## src/rtl/adc_conv_seq.sv

```systemverilog
// Serial ADC conversion sequencer: wakes the divider, frames CS, deserialises, drops lead bits.
// Sample appears one clk after the last strobe event; if the output is still held, the new sample is dropped and overrun is flagged.
module adc_conv_seq #(
    parameter int DATA_W    = 12,
    parameter int LEAD_BITS = 4,
    parameter int GAP_STRB  = 2
) (
    input  logic              clk_i,
    input  logic              rst_i,
    input  logic              start_i,
    input  logic              cont_i,
    input  logic              abort_i,
    input  logic              div_strb_i,
    input  logic              adc_sdata_i,
    output logic              div_en_o,
    output logic              adc_cs_n_o,
    output logic              busy_o,
    output logic [DATA_W-1:0] data_o,
    output logic              valid_o,
    input  logic              ready_i,
    output logic              overrun_o
);
    localparam int FRAME = LEAD_BITS + DATA_W;
    localparam int BCW   = (FRAME > 1) ? $clog2(FRAME) : 1;
    localparam logic [BCW-1:0] LAST_BIT = BCW'(FRAME - 1);
    localparam logic [3:0]     LAST_GAP = 4'(GAP_STRB - 1);

    typedef enum logic [1:0] {IDLE, WAKE, SHIFT, GAP} state_t;

    state_t           state_q, state_d;
    logic [BCW-1:0]   bitcnt_q, bitcnt_d;
    logic [3:0]       gapcnt_q, gapcnt_d;
    logic [FRAME-1:0] sh_q, sh_d;
    logic             strb_prev_q;
    logic             strb_ev;
    logic             frame_done;

    assign strb_ev    = div_strb_i & ~strb_prev_q;
    assign div_en_o   = (state_q != IDLE);
    assign busy_o     = (state_q != IDLE);
    assign adc_cs_n_o = (state_q != SHIFT);

    // History is held at zero while the divider is off so the first strobe after wake-up counts.
    always_ff @(posedge clk_i or posedge rst_i) begin
        if (rst_i) begin
            strb_prev_q <= 1'b0;
        end else begin
            strb_prev_q <= div_en_o & div_strb_i;
        end
    end

    always_ff @(posedge clk_i or posedge rst_i) begin
        if (rst_i) begin
            state_q  <= IDLE;
            bitcnt_q <= '0;
            gapcnt_q <= '0;
            sh_q     <= '0;
        end else begin
            state_q  <= state_d;
            bitcnt_q <= bitcnt_d;
            gapcnt_q <= gapcnt_d;
            sh_q     <= sh_d;
        end
    end

    always_comb begin
        state_d    = state_q;
        bitcnt_d   = bitcnt_q;
        gapcnt_d   = gapcnt_q;
        sh_d       = sh_q;
        frame_done = 1'b0;
        case (state_q)
            IDLE: begin
                if (start_i || cont_i) begin
                    state_d = WAKE;
                end
            end
            WAKE: begin
                if (strb_ev) begin
                    state_d  = SHIFT;
                    bitcnt_d = '0;
                    sh_d     = '0;
                end
            end
            SHIFT: begin
                if (strb_ev) begin
                    sh_d = (sh_q << 1) | FRAME'(adc_sdata_i);
                    if (bitcnt_q == LAST_BIT) begin
                        state_d    = GAP;
                        gapcnt_d   = '0;
                        frame_done = 1'b1;
                    end else begin
                        bitcnt_d = bitcnt_q + BCW'(1);
                    end
                end
            end
            GAP: begin
                if (strb_ev) begin
                    if (gapcnt_q == LAST_GAP) begin
                        state_d  = cont_i ? SHIFT : IDLE;
                        bitcnt_d = '0;
                    end else begin
                        gapcnt_d = gapcnt_q + 4'd1;
                    end
                end
            end
            default: state_d = IDLE;
        endcase
        // Abort wins over a completion on the same strobe: nothing is loaded.
        if (abort_i && (state_q != IDLE)) begin
            state_d    = IDLE;
            sh_d       = '0;
            frame_done = 1'b0;
        end
    end

    always_ff @(posedge clk_i or posedge rst_i) begin
        if (rst_i) begin
            data_o    <= '0;
            valid_o   <= 1'b0;
            overrun_o <= 1'b0;
        end else begin
            if (frame_done && (!valid_o || ready_i)) begin
                data_o  <= sh_d[DATA_W-1:0];
                valid_o <= 1'b1;
            end else if (valid_o && ready_i) begin
                valid_o <= 1'b0;
            end
            if (frame_done && valid_o && !ready_i) begin
                overrun_o <= 1'b1;
            end else if (start_i) begin
                overrun_o <= 1'b0;
            end
        end
    end
endmodule

```

## config.mk

```make
export PLATFORM = sky130hd
export DESIGN_NAME = adc_conv_seq
export DESIGN_NICKNAME = d
export VERILOG_FILES = /design/src/rtl/adc_conv_seq.sv
export SDC_FILE = /design/constraint.sdc
export NUM_CORES = 1
export LEC_CHECK = 0
export ABC_AREA = 0
export CAP_MARGIN = 15
export CORE_ASPECT_RATIO = 1.75
export CORE_MARGIN = 5
export CORE_UTILIZATION = 55
export CTS_BUF_LIST = sky130_fd_sc_hd__clkbuf_4 sky130_fd_sc_hd__clkbuf_8
export CTS_CLUSTER_SIZE = 10
export DETAILED_ROUTE_END_ITERATION = 8
export MAX_ROUTING_LAYER = met4
export PLACE_DENSITY = 0.79
export SLEW_MARGIN = 0
export SYNTH_ARGS = -nofsm -noshare
export SYNTH_HDL_FRONTEND = slang
export SYNTH_SLANG_ARGS = --single-unit
```

## constraint.sdc

```tcl
create_clock -name clk_i -period 2.1 [get_ports clk_i]
set_input_delay 0.21 -clock clk_i [delete_from_list [all_inputs] [get_ports clk_i]]
set_output_delay 0.21 -clock clk_i [all_outputs]
set_load 0.02 [all_outputs]
```

Word-level counts from Yosys, hierarchy flattened
Cells that the tools add are included.
{"block": "word_totals", "ff_bits": 37, "latch_bits": 0, "ram_bits": 0, "rom_bits": 0, "output_inout_bits": 17, "mem_count": 0}
{"block": "op_classes", "n_addsub": 2, "multipliers": 0, "div_mod_pow": 0, "magnitude_cmp": 0, "n_eq_ne": 19, "n_shift": 0, "mux": 32, "bitwise": 4, "reduce_logical": 18}
{"cell": "13-bit two-way mux", "n": 3}
{"cell": "4-bit two-way mux", "n": 9}
{"cell": "13-bit one-hot mux with 2 select lines", "n": 1}
{"cell": "3-bit inequality test (second input constant)", "n": 6}
{"cell": "2-bit two-way mux", "n": 8}
{"cell": "2-bit inequality test (second input constant)", "n": 8}
{"cell": "13-bit by 1-bit OR with 13-bit output", "n": 1}
{"cell": "4-bit one-hot mux with 3 select lines", "n": 1}
{"cell": "6-bit AND reduction", "n": 2}
{"cell": "4-bit by 1-bit adder with 4-bit output (second input constant)", "n": 2}
{"cell": "1-bit two-way mux", "n": 8}
{"cell": "2-bit one-hot mux with 4 select lines", "n": 1}
{"cell": "4-bit one-hot mux with 2 select lines", "n": 1}
{"cell": "2-bit nonzero test", "n": 4}
{"cell": "1-bit logical AND", "n": 5}
{"cell": "5-bit AND reduction", "n": 1}
{"cell": "2-bit equality test (second input constant)", "n": 2}
{"cell": "4-bit by 1-bit equality test with 1-bit output (second input constant)", "n": 1}
{"cell": "4-bit equality test (second input constant)", "n": 1}
{"cell": "3-bit nonzero test", "n": 1}
{"cell": "1-bit bitwise AND", "n": 2}
{"cell": "2-bit by 1-bit equality test with 1-bit output (second input constant)", "n": 1}
{"cell": "1-bit zero test", "n": 2}
{"cell": "2-bit zero test", "n": 1}
{"cell": "2 further kinds", "n": 3}

Depth between registers and ports, before layout
Gate-level depths: netlist of run 1.
{"block": "logic_depth", "ltp_word": 8, "ltp_mapped": 8, "depth_no_buf": 6}

Worst setup path before layout of run 1
OpenSTA, ideal clock, no wires.
{"block": "synth_timing", "kind": "reg2reg", "startpoint": "register state_q[0]", "endpoint": "register data_o[3]", "setup_ns": 0.125, "arrival_ns": 1.755, "path_slack_ns": 0.220, "stages_incl_launch_ff": 9, "period_less_slack_ns": 1.880, "cell_sequence": "dfrtp_1 -> inv_1 -> ha_1 -> nand2b_1 -> buf_4 -> nand4_1 -> nor2b_2 -> buf_6 -> mux2_2"}
{"block": "synth_between", "elab_chain_cells": 4, "elab_cells_between_ends": 9}
{"element": "start: declaration", "line_no": "30", "rtl": "state_t state_q, state_d;"}
{"element": "start signal: assignment", "line_no": "59", "rtl": "state_q <= state_d;"}
{"element": "2-bit equality test or 2-bit nonzero test (tied branches)", "line_no": "72, 110"}
{"element": "1-bit two-way mux or 1-bit logical AND (tied branches)", "line_no": "72, 110"}
{"element": "1-bit two-way mux", "line_no": "110", "rtl": "if (abort_i && (state_q != IDLE)) begin"}
{"element": "1-bit logical AND", "line_no": "123", "rtl": "if (frame_done && (!valid_o || ready_i)) begin"}
{"element": "end signal: assignment", "line_no": "124", "rtl": "data_o <= sh_d[DATA_W-1:0];"}
{"element": "end: declaration", "line_no": "18", "rtl": "output logic [DATA_W-1:0] data_o,"}
Parallel ways exist; a longest one is shown, timed or not.
A chain may end at the register's enable or synchronous reset.

Worst setup path in the final report of run 1
{"block": "layout_timing", "startpoint": "register state_q[0]", "endpoint": "register gapcnt_q[2]"}
{"block": "layout_between", "elab_chain_cells": 3, "elab_cells_between_ends": 9}
{"element": "2-bit equality test", "line_no": "72", "rtl": "case (state_q)"}
{"element": "2-bit inequality test (no source line) or 2-bit nonzero test (tied branches)"}
{"element": "5-bit AND reduction (no source line)"}
{"element": "end signal: assignment", "line_no": "61", "rtl": "gapcnt_q <= gapcnt_d;"}
{"element": "end: declaration", "line_no": "32", "rtl": "logic [3:0] gapcnt_q, gapcnt_d;"}
Parallel ways exist; a longest one is shown, timed or not.

==> flow_summary_export.csv, run 1 <==
group,metric,value,unit
drt,wl_met2,2468,µm
timing,setup_viol,0,
timing,drv_slew,0,
floorplan,die_w,54.10,µm
timing,skew,0.004781,ns
drt,wl_per_cell,16.59,µm
synth,synth_top_area_frac,0.4947,
finish,n_antenna_cell,0,
global_route,grt_pass1_wl,7383,µm
drt,wirelength,4215,µm
synth,synth-seq-cells,37,
global_route,grt_use_total,0.2204,
timing,fmax,504.3,MHz
global_route,grt_pass1_vias,1617,
timing,max_slew_margin,0.5655,
synth,synth.cell_area,0.001872,mm²
drt,drt_first_pass_iters,4,
critical_path,reg2reg_from,"state_q[0]",
clock_network,cts.sinks,37,
critical_path,reg2reg_slack,0.12,ns
clock_network,clkLatencyLatePin,0.29,ns
clock_network,cts_hold_buf,0,
finish,final_common_cell,"dfrtp_1",
synth,synthFlopType,"dfrtp_1",
drt,drcViolationCount,0,
clock_network,clock_path_buffers,2,
hold_path,worstHoldPathType,"input port to asynchronous set/reset pin",
power_and_ir_drop,ir_worst_vdd,0.5647,mV
global_route,grt_max_degree,38,
drt,wl_met3,136,µm
global_route,antenna_found_initial,0,
drt,drt_iter0_markers,33,
synth,ys_seq_area_frac,0.4947,
drt,vias,1461,
synth,synth_edf_count,0,
floorplan,start_util,0.5624,
clock_network,numCtsBuffers,5,
floorplan,io_pins,25,
clock_network,cts_tree,"done",
timing,final-hold-violation-count,0,
synth,synthesis.nets,196,
clock_network,h-tree-depth,2,
drt,wl_met1,1526,µm
placement,numPortBuffers,24,
timing,rsz0062_at_grt,"no",
critical_path,cpMostUsedCell,"inv_1",
job,maxCapViolCount,0,
synth,ys.warnings.count,0,
outcome,status,"completed",
power_and_ir_drop,p_leak,1.050,nW
floorplan,die_y,87.18,µm
timing,tightest_slew,0.6504,ns
floorplan,core,0.003328,mm²
finish,syn2layout_area_growth,19.99,%
finish,final_nets,223,
timing,fin_setup_tns,0,ns
power_and_ir_drop,power.density,939.9,mW/mm²
global_route,grt_overflow,0,
critical_path,crit_slowest_cell,"or4_2",
synth,synthCells,181,
clock_network,path_clk_slew,0.07,ns
placement,hpwlAfterDp,3140,µm
critical_path,crit_required,2.28,ns
critical_path,critPathMaxStageDelay,0.69,ns
synth,yosysUniqueCellTypes,49,
drt,viasPerCell,5.752,
critical_path,crit_arrival,2.16,ns
floorplan,die-area,0.004716,mm²
synth,async_flop_share,1.000,
power_and_ir_drop,fin_total_pwr,2.111,mW
critical_path,path_cells,"inv_1, ha_2, inv_1, or4_2, o211ai_1, nand2_1",
synth,synth_area_leaders,"dfrtp_1 (49%), mux2i_1 (4.8%), ha_1 (4.7%), a22oi_1 (4.0%), inv_1 (3.6%)",
drt,ant_nets,0,
critical_path,rr_worst_depth,6,
timing,fin_crit_sh,0.9443,
timing,post-route-min-period,1.983,ns
critical_path,start_kind,"flop",
finish,mostFrequentLayoutCells,"dfrtp_1 (37), clkdlybuf4s50_1 (21), inv_1 (18)",
clock_network,clockRootBuffer,"clkbuf_8",
finish,drive_gt1_frac,0.1340,
critical_path,endpoint_kind,"flop",
critical_path,critPathMaxFanout,11,
drt,dr.max_layer_used,"met4",
critical_path,rr_endpoint,"gapcnt_q[2]",
finish,final_util,0.6748,
synth,yosys.area.top_type,"dfrtp_1",
synth,syn_area_per_cell,10.34,µm²
critical_path,critPathKind,"flop to flop",
placement,gp_congestion,0.8733,
floorplan,core.rowCount,28,
## state kept, by name, summed over array words and instances (netlist names)
signal	flops
gapcnt_q	4
sh_q	12
bitcnt_q	4
strb_prev_q	1
state_q	2
data_o	12
overrun_o	1
valid_o	1
## per-stage QoR
step	hold slack (ns)	setup slack, ns	area [µm²]	cells
2_1_floorplan	0.3186	0.2200	1872	181
3_3_place_gp	0.4972	0.04355	2150	246
3_5_place_dp	0.5064	0.03239	2150	246
4_1_cts	0.3317	0.01121	2232	254
5_1_grt	0.3748	0.03763	2246	254
6_report	0.3174	0.1169	2246	254
## critical path: cells and delay by family (launching register included)
family                   cells  cell delay (ns)
AO/OA/AOI/OAI                1             0.10
adder cells (fa/ha/maj)      1             0.31
buffers and inverters        2             0.26
flip-flops                   1             0.44
AND/OR/NAND/NOR              2             0.75
## cells by family after synthesis
group,after synthesis,synth area share
mux,12,0.06618
simple gates,53,0.1497
compound gates,45,0.1765
buf+inv,27,0.06617
fa+ha+maj,7,0.04679
flops,37,0.4947
## repair_timing
action,in CTS,in global routing
setup endpoints to repair,3,23
setup buffers,0,0
gates resized for setup,3,4
## worst max-delay path by stage
stage                from           to  slack [ns]  cells after the start
6_report       state_q[0]  gapcnt_q[2]        0.12                      6
3_5_place_dp   state_q[0]  gapcnt_q[2]        0.03                      6
5_1_grt        state_q[0]    data_o[5]        0.04                      6
2_1_floorplan  state_q[0]    data_o[3]        0.22                      8
3_3_place_gp   state_q[0]  gapcnt_q[2]        0.04                      6
4_1_cts        state_q[0]  gapcnt_q[2]        0.01                      6
## final cells by class
type / count / area [µm²]
multi-input cells: 117 / 835.8
clock inverters: 2 / 10.01
well taps: 45 / 56.30
flip-flops and latches: 37 / 925.9
repair buffers: 29 / 274.0
clock buffers: 6 / 76.32
inverters: 18 / 67.56
fillers: 263 / 1082
## report_power, final
part | internal (mW) | switching (mW) | total, mW
logic | 0.313 | 0.471 | 0.784
clock network | 0.243 | 0.245 | 0.488
registers | 0.768 | 0.0709 | 0.839
## per-layer routing
metal | track usage | up-vias
met5 | - | -
met4 | 0.1043 | 0
met3 | 0.04117 | 8
met2 | 0.3709 | 34
met1 | 0.2424 | 732
li1 | - | 687
## cell usage after synthesis (2+ instances only)
library cell and instances:
a21boi_0 2, inv_1 18, nor2b_1 5, ha_1 7, nor3_1 2, o21ai_0 9
a22oi_1 10, mux2_2 3, nand3_1 6, nand2_1 12, dfrtp_1 37, mux2i_1 9
o211ai_1 2, buf_2 3, a211oi_1 2, a21o_1 2, o22ai_1 2, a22o_2 2
a21oi_1 2, nand2b_1 3, buf_4 3, nor2_1 13
No activity file was read; power rests on OpenSTA's default activity.
==> run 2, diff against run 1 <==
--- a/config.mk
+++ b/config.mk
@@ -8,7 +8,7 @@
 export ABC_AREA = 0
 export CAP_MARGIN = 15
 export CORE_ASPECT_RATIO = 1.75
-export CORE_MARGIN = 5
+export CORE_MARGIN = 3
 export CORE_UTILIZATION = 55
 export CTS_BUF_LIST = sky130_fd_sc_hd__clkbuf_4 sky130_fd_sc_hd__clkbuf_8
 export CTS_CLUSTER_SIZE = 10
==> constraint.sdc (replaced) <==
create_clock -name clk_i -period 2.3 [get_ports clk_i]
set_input_delay 0.23 -clock clk_i [delete_from_list [all_inputs] [get_ports clk_i]]
set_output_delay 0.23 -clock clk_i [all_outputs]
set_load 0.02 [all_outputs]
==> run 2 against run 1 <==
Clock power rose by 19%; sequential power fell by 9.2%; via count rose by 0.41%.
==> flow_summary_export.csv, run 2 (synthesis gave the netlist of run 1 again) <==
group,metric,value,unit
drt,drt_first_pass_iters,4,
job,maxCapViolCount,0,
finish,drive_gt1_frac,0.1202,
power_and_ir_drop,fin_total_pwr,2.044,mW
floorplan,die-area,0.004167,mm²
timing,fmax,461.9,MHz
critical_path,critPathMaxFanout,11,
clock_network,clock_path_buffers,2,
timing,final-hold-violation-count,0,
global_route,grt_pass1_wl,6906,µm
critical_path,reg2reg_slack,0.24,ns
power_and_ir_drop,p_leak,1.061,nW
floorplan,die_w,50.10,µm
finish,final_util,0.7064,
clock_network,path_clk_slew,0.07,ns
clock_network,clkLatencyLatePin,0.29,ns
power_and_ir_drop,ir_worst_vdd,0.5993,mV
clock_network,numCtsBuffers,5,
critical_path,rr_worst_depth,7,
finish,n_antenna_cell,0,
outcome,status,"completed",
floorplan,io_pins,25,
power_and_ir_drop,switchingPower,0.7151,mW
clock_network,clockRootBuffer,"clkbuf_8",
placement,numPortBuffers,24,
critical_path,crit_required,2.07,ns
global_route,grt_use_total,0.2203,
critical_path,critPathKind,"flop to output port",
drt,wirelength,3958,µm
timing,tightest_slew,0.6317,ns
timing,fin_setup_tns,0,ns
timing,max_slew_margin,0.5780,
critical_path,endpoint_kind,"output port",
clock_network,h-tree-depth,2,
hold_path,worstHoldPathType,"input port to asynchronous set/reset pin",
critical_path,reg2reg_from,"state_q[1]",
floorplan,core,0.003209,mm²
critical_path,crit_arrival,1.94,ns
global_route,grt_overflow,0,
clock_network,cts.sinks,37,
drt,drcViolationCount,0,
finish,seqCellArea,925.9,µm²
clock_network,cts_tree,"done",
timing,drv_slew,0,
floorplan,start_util,0.5832,
timing,fin_crit_sh,0.9414,
timing,post-route-min-period,2.165,ns
power_and_ir_drop,sw_frac_of_total,0.3499,
floorplan,core.rowCount,27,
clock_network,cts_hold_buf,0,
drt,ant_nets,0,
power_and_ir_drop,power.density,901.5,mW/mm²
global_route,grt_pass1_vias,1543,
global_route,grt_max_degree,38,
finish,multi_input_area,829.5,µm²
global_route,antenna_found_initial,0,
finish,nFillCells,240,
finish,final_common_cell,"dfrtp_1",
power_and_ir_drop,intPower,1.329,mW
drt,viasPerCell,5.845,
finish,syn2layout_area_growth,21.12,%
drt,vias,1467,
finish,mostFrequentLayoutCells,"dfrtp_1 (37), clkdlybuf4s50_1 (24), inv_1 (18)",
placement,gp_congestion,0.8654,
placement,hpwlAfterDp,2956,µm
finish,final_nets,222,
drt,drt_iter0_markers,42,
finish,reg_top3,"data_o x12, sh_q x12",
timing,rsz0062_at_grt,"no",
critical_path,start_kind,"flop",
drt,wl_per_cell,15.77,µm
critical_path,crit_path_start,"state_q[0]",
timing,skew,0.004128,ns
power_and_ir_drop,p_clk_frac,0.285,
power_and_ir_drop,comb_power_share,0.342,
power_and_ir_drop,p_seq_frac,0.373,
floorplan,die_y,83.18,µm
timing,setup_viol,0,
## run 2: layout make-up
class,instances,share of cell area
multi-input combinational,117,0.3659
clock buffer,6,0.03642
clock inverter,2,0.01656
tap,43,0.02373
inverter,18,0.02980
timing repair buffer,28,0.1192
sequential,37,0.4084
## run 2: metrics by stage
stage / cell area, µm² / cells / setup WS (ns) / hold WS [ns]
2_1_floorplan: 1872 / 181 / 0.4200 / 0.3386
3_3_place_gp: 2132 / 242 / 0.2330 / 0.4924
3_5_place_dp: 2132 / 242 / 0.09324 / 0.4953
4_1_cts: 2252 / 250 / 0.08242 / 0.3498
5_1_grt: 2267 / 251 / 0.008060 / 0.3983
6_report: 2267 / 251 / 0.1349 / 0.3358
## run 2: repair_timing
action	4_1_cts	5_1_grt
endpoints found under the setup margin	0	12
gates resized for setup	0	2
setup buffers	0	1
## run 2: power by group through the flow
stage / clock, mW / sequential [mW] / combinational, mW
after floorplan: 0 / 0.757 / 0.527
after global placement: 0 / 0.766 / 0.661
after detailed placement: 0 / 0.774 / 0.690
after CTS: 0.597 / 0.762 / 0.694
after global routing: 0.619 / 0.771 / 0.773
final: 0.582 / 0.762 / 0.699
## run 2: worst max-delay path: stages, from the launching register on
cell             delay, ns
dfrtp_1               0.41
inv_1                 0.09
ha_1                  0.32
inv_1                 0.19
clkdlybuf4s50_1       0.63
## run 2: routing by layer
layer,track usage,vias to the layer above,share of wire
met5,-,-,0
met4,0.1108,0,0.033
met3,0.03950,12,0.024
met2,0.3869,34,0.57
met1,0.2253,735,0.37
li1,-,686,-
## run 2: path summary, 6_finish.rpt
kind                                to
max                         adc_cs_n_o
min                        gapcnt_q[1]
max reg2reg                 data_o[10]
min reg2reg                  data_o[4]
max in group asynchronous  bitcnt_q[0]
min in group clk_i           data_o[4]
==> run 3, diff against run 2 <==
--- a/config.mk
+++ b/config.mk
@@ -5,7 +5,6 @@
 export SDC_FILE = /design/constraint.sdc
 export NUM_CORES = 1
 export LEC_CHECK = 0
-export ABC_AREA = 0
 export CAP_MARGIN = 15
 export CORE_ASPECT_RATIO = 1.75
 export CORE_MARGIN = 3
@@ -14,7 +13,7 @@
 export CTS_CLUSTER_SIZE = 10
 export DETAILED_ROUTE_END_ITERATION = 8
 export MAX_ROUTING_LAYER = met4
-export PLACE_DENSITY = 0.79
+export PLACE_DENSITY = 0.8
 export SLEW_MARGIN = 0
 export SYNTH_ARGS = -nofsm -noshare
 export SYNTH_HDL_FRONTEND = slang
==> run 3 against run 2 <==
Sequential share of layout area grew 0.69 points; die area unchanged; cell area is 1.7% lower; sequential power about the same; critical path type unchanged; largest cell class unchanged.
==> flow_summary_export.csv, run 3 (synthesis gave the netlist of run 1 again) <==
group,metric,value,unit
timing,skew,0.004278,ns
global_route,grt_max_degree,34,
placement,hpwlAfterDp,3025,µm
drt,drt_first_pass_iters,4,
floorplan,core,0.003209,mm²
floorplan,start_util,0.5832,
drt,vias,1452,
timing,final-hold-violation-count,0,
job,maxCapViolCount,0,
drt,wirelength,4104,µm
critical_path,endpoint_kind,"output port",
power_and_ir_drop,p_leak,1.040,nW
timing,fmax,454.7,MHz
finish,syn2layout_area_growth,19.12,%
finish,n_antenna_cell,0,
critical_path,critPathMaxFanout,11,
finish,reg_top3,"data_o x12, sh_q x12",
timing,post-route-min-period,2.199,ns
timing,fin_crit_sh,0.9562,
placement,gp_congestion,0.9132,
drt,ant_nets,0,
finish,final_nets,222,
power_and_ir_drop,ir_worst_vdd,0.5110,mV
clock_network,cts.sinks,37,
placement,numPortBuffers,24,
clock_network,h-tree-depth,2,
finish,drive_gt1_frac,0.1111,
clock_network,cts_tree,"done",
timing,tightest_slew,0.5970,ns
global_route,grt_use_total,0.2255,
placement,pre_cts_slack,0.2493,ns
global_route,antenna_found_initial,0,
finish,mostFrequentLayoutCells,"dfrtp_1 (37), clkdlybuf4s50_1 (24), inv_1 (18)",
drt,drcViolationCount,0,
global_route,grt_pass1_wl,7120,µm
critical_path,rr_worst_depth,6,
clock_network,cts_setup_buffers,0,
floorplan,die_y,83.18,µm
critical_path,critPathKind,"flop to output port",
global_route,grt_pass1_vias,1595,
timing,max_slew_margin,0.6002,
power_and_ir_drop,power.density,876.3,mW/mm²
timing,finalWorstSetupSlack,0.1008,ns
hold_path,worstHoldPathType,"input port to asynchronous set/reset pin",
floorplan,core.rowCount,27,
critical_path,start_kind,"flop",
timing,drv_slew,0,
clock_network,clkLatencyLatePin,0.29,ns
timing,rsz0062_at_grt,"no",
critical_path,crit_required,2.07,ns
clock_network,clockRootBuffer,"clkbuf_8",
floorplan,die-area,0.004167,mm²
clock_network,numCtsBuffers,5,
finish,instances_no_fill,250,
global_route,grt_overflow,0,
timing,fin_setup_tns,0,ns
clock_network,ctsResizeCount,0,
outcome,status,"completed",
drt,wl_per_cell,16.42,µm
drt,drt_iter0_markers,35,
clock_network,path_clk_slew,0.07,ns
clock_network,cts_hold_buf,0,
drt,viasPerCell,5.808,
floorplan,io_pins,25,
placement,placed_cells,243,
finish,final_common_cell,"dfrtp_1",
timing,setup_viol,0,
critical_path,crit_arrival,1.97,ns
floorplan,die_w,50.10,µm
clock_network,clock_path_buffers,2,
run 3: per-layer routing:
layer / global-route usage / share of wire / vias to the layer above / wire length, µm
met1: 0.2417 / 0.39 / 717 / 1615
met2: 0.4012 / 0.56 / 43 / 2289
met3: 0.03591 / 0.031 / 7 / 128
li1: - / - / 685 / -
met4: 0.08564 / 0.017 / 0 / 70
met5: - / 0 / - / 0
run 3: cell type report:
type	count	area [µm²]
multi-input cells	117	822.0
flip-flops and latches	37	925.9
repair buffers	28	270.3
well taps	43	53.80
inverters	18	67.56
clock buffers	6	82.58
clock inverters	1	7.507
fillers	260	979.7
run 3: where the power goes:
group	switching [mW]	total, mW	internal [mW]
logic	0.444	0.728	0.283
registers	0.0644	0.765	0.701
clock network	0.224	0.461	0.237
total	0.733	1.95	1.22
run 3: critical path, stage by stage, from the launching register on:
cell and delay [ns]:
dfrtp_1 0.44, inv_1 0.09, ha_1 0.32, inv_1 0.20, clkdlybuf4s50_1 0.63
run 3: stage by stage:
stage / hold WS [ns] / total power [mW] / cell area [µm²] / utilization
6_report: 0.1524 / 1.954 / 2230 / 0.6947
4_1_cts: 0.1571 / 1.947 / 2230 / 0.6947
3_5_place_dp: 0.4702 / 1.483 / 2140 / 0.6667
5_1_grt: 0.1595 / 2.069 / 2230 / 0.6947
2_1_floorplan: 0.3386 / 1.284 / 1872 / -
3_3_place_gp: 0.4413 / 1.432 / 2140 / 0.6667
run 3: final timing paths:
| check | from | to | slack, ns |
|---|---|---|---|
| min in group clk_i | data_o[4] | data_o[4] | 0.51 |
| max reg2reg | state_q[0] | gapcnt_q[2] | 0.26 |
| min reg2reg | data_o[4] | data_o[4] | 0.51 |
| max | state_q[0] | adc_cs_n_o | 0.10 |
| max in group asynchronous | rst_i | data_o[11] | 1.49 |
| min | rst_i | gapcnt_q[3] | 0.15 |
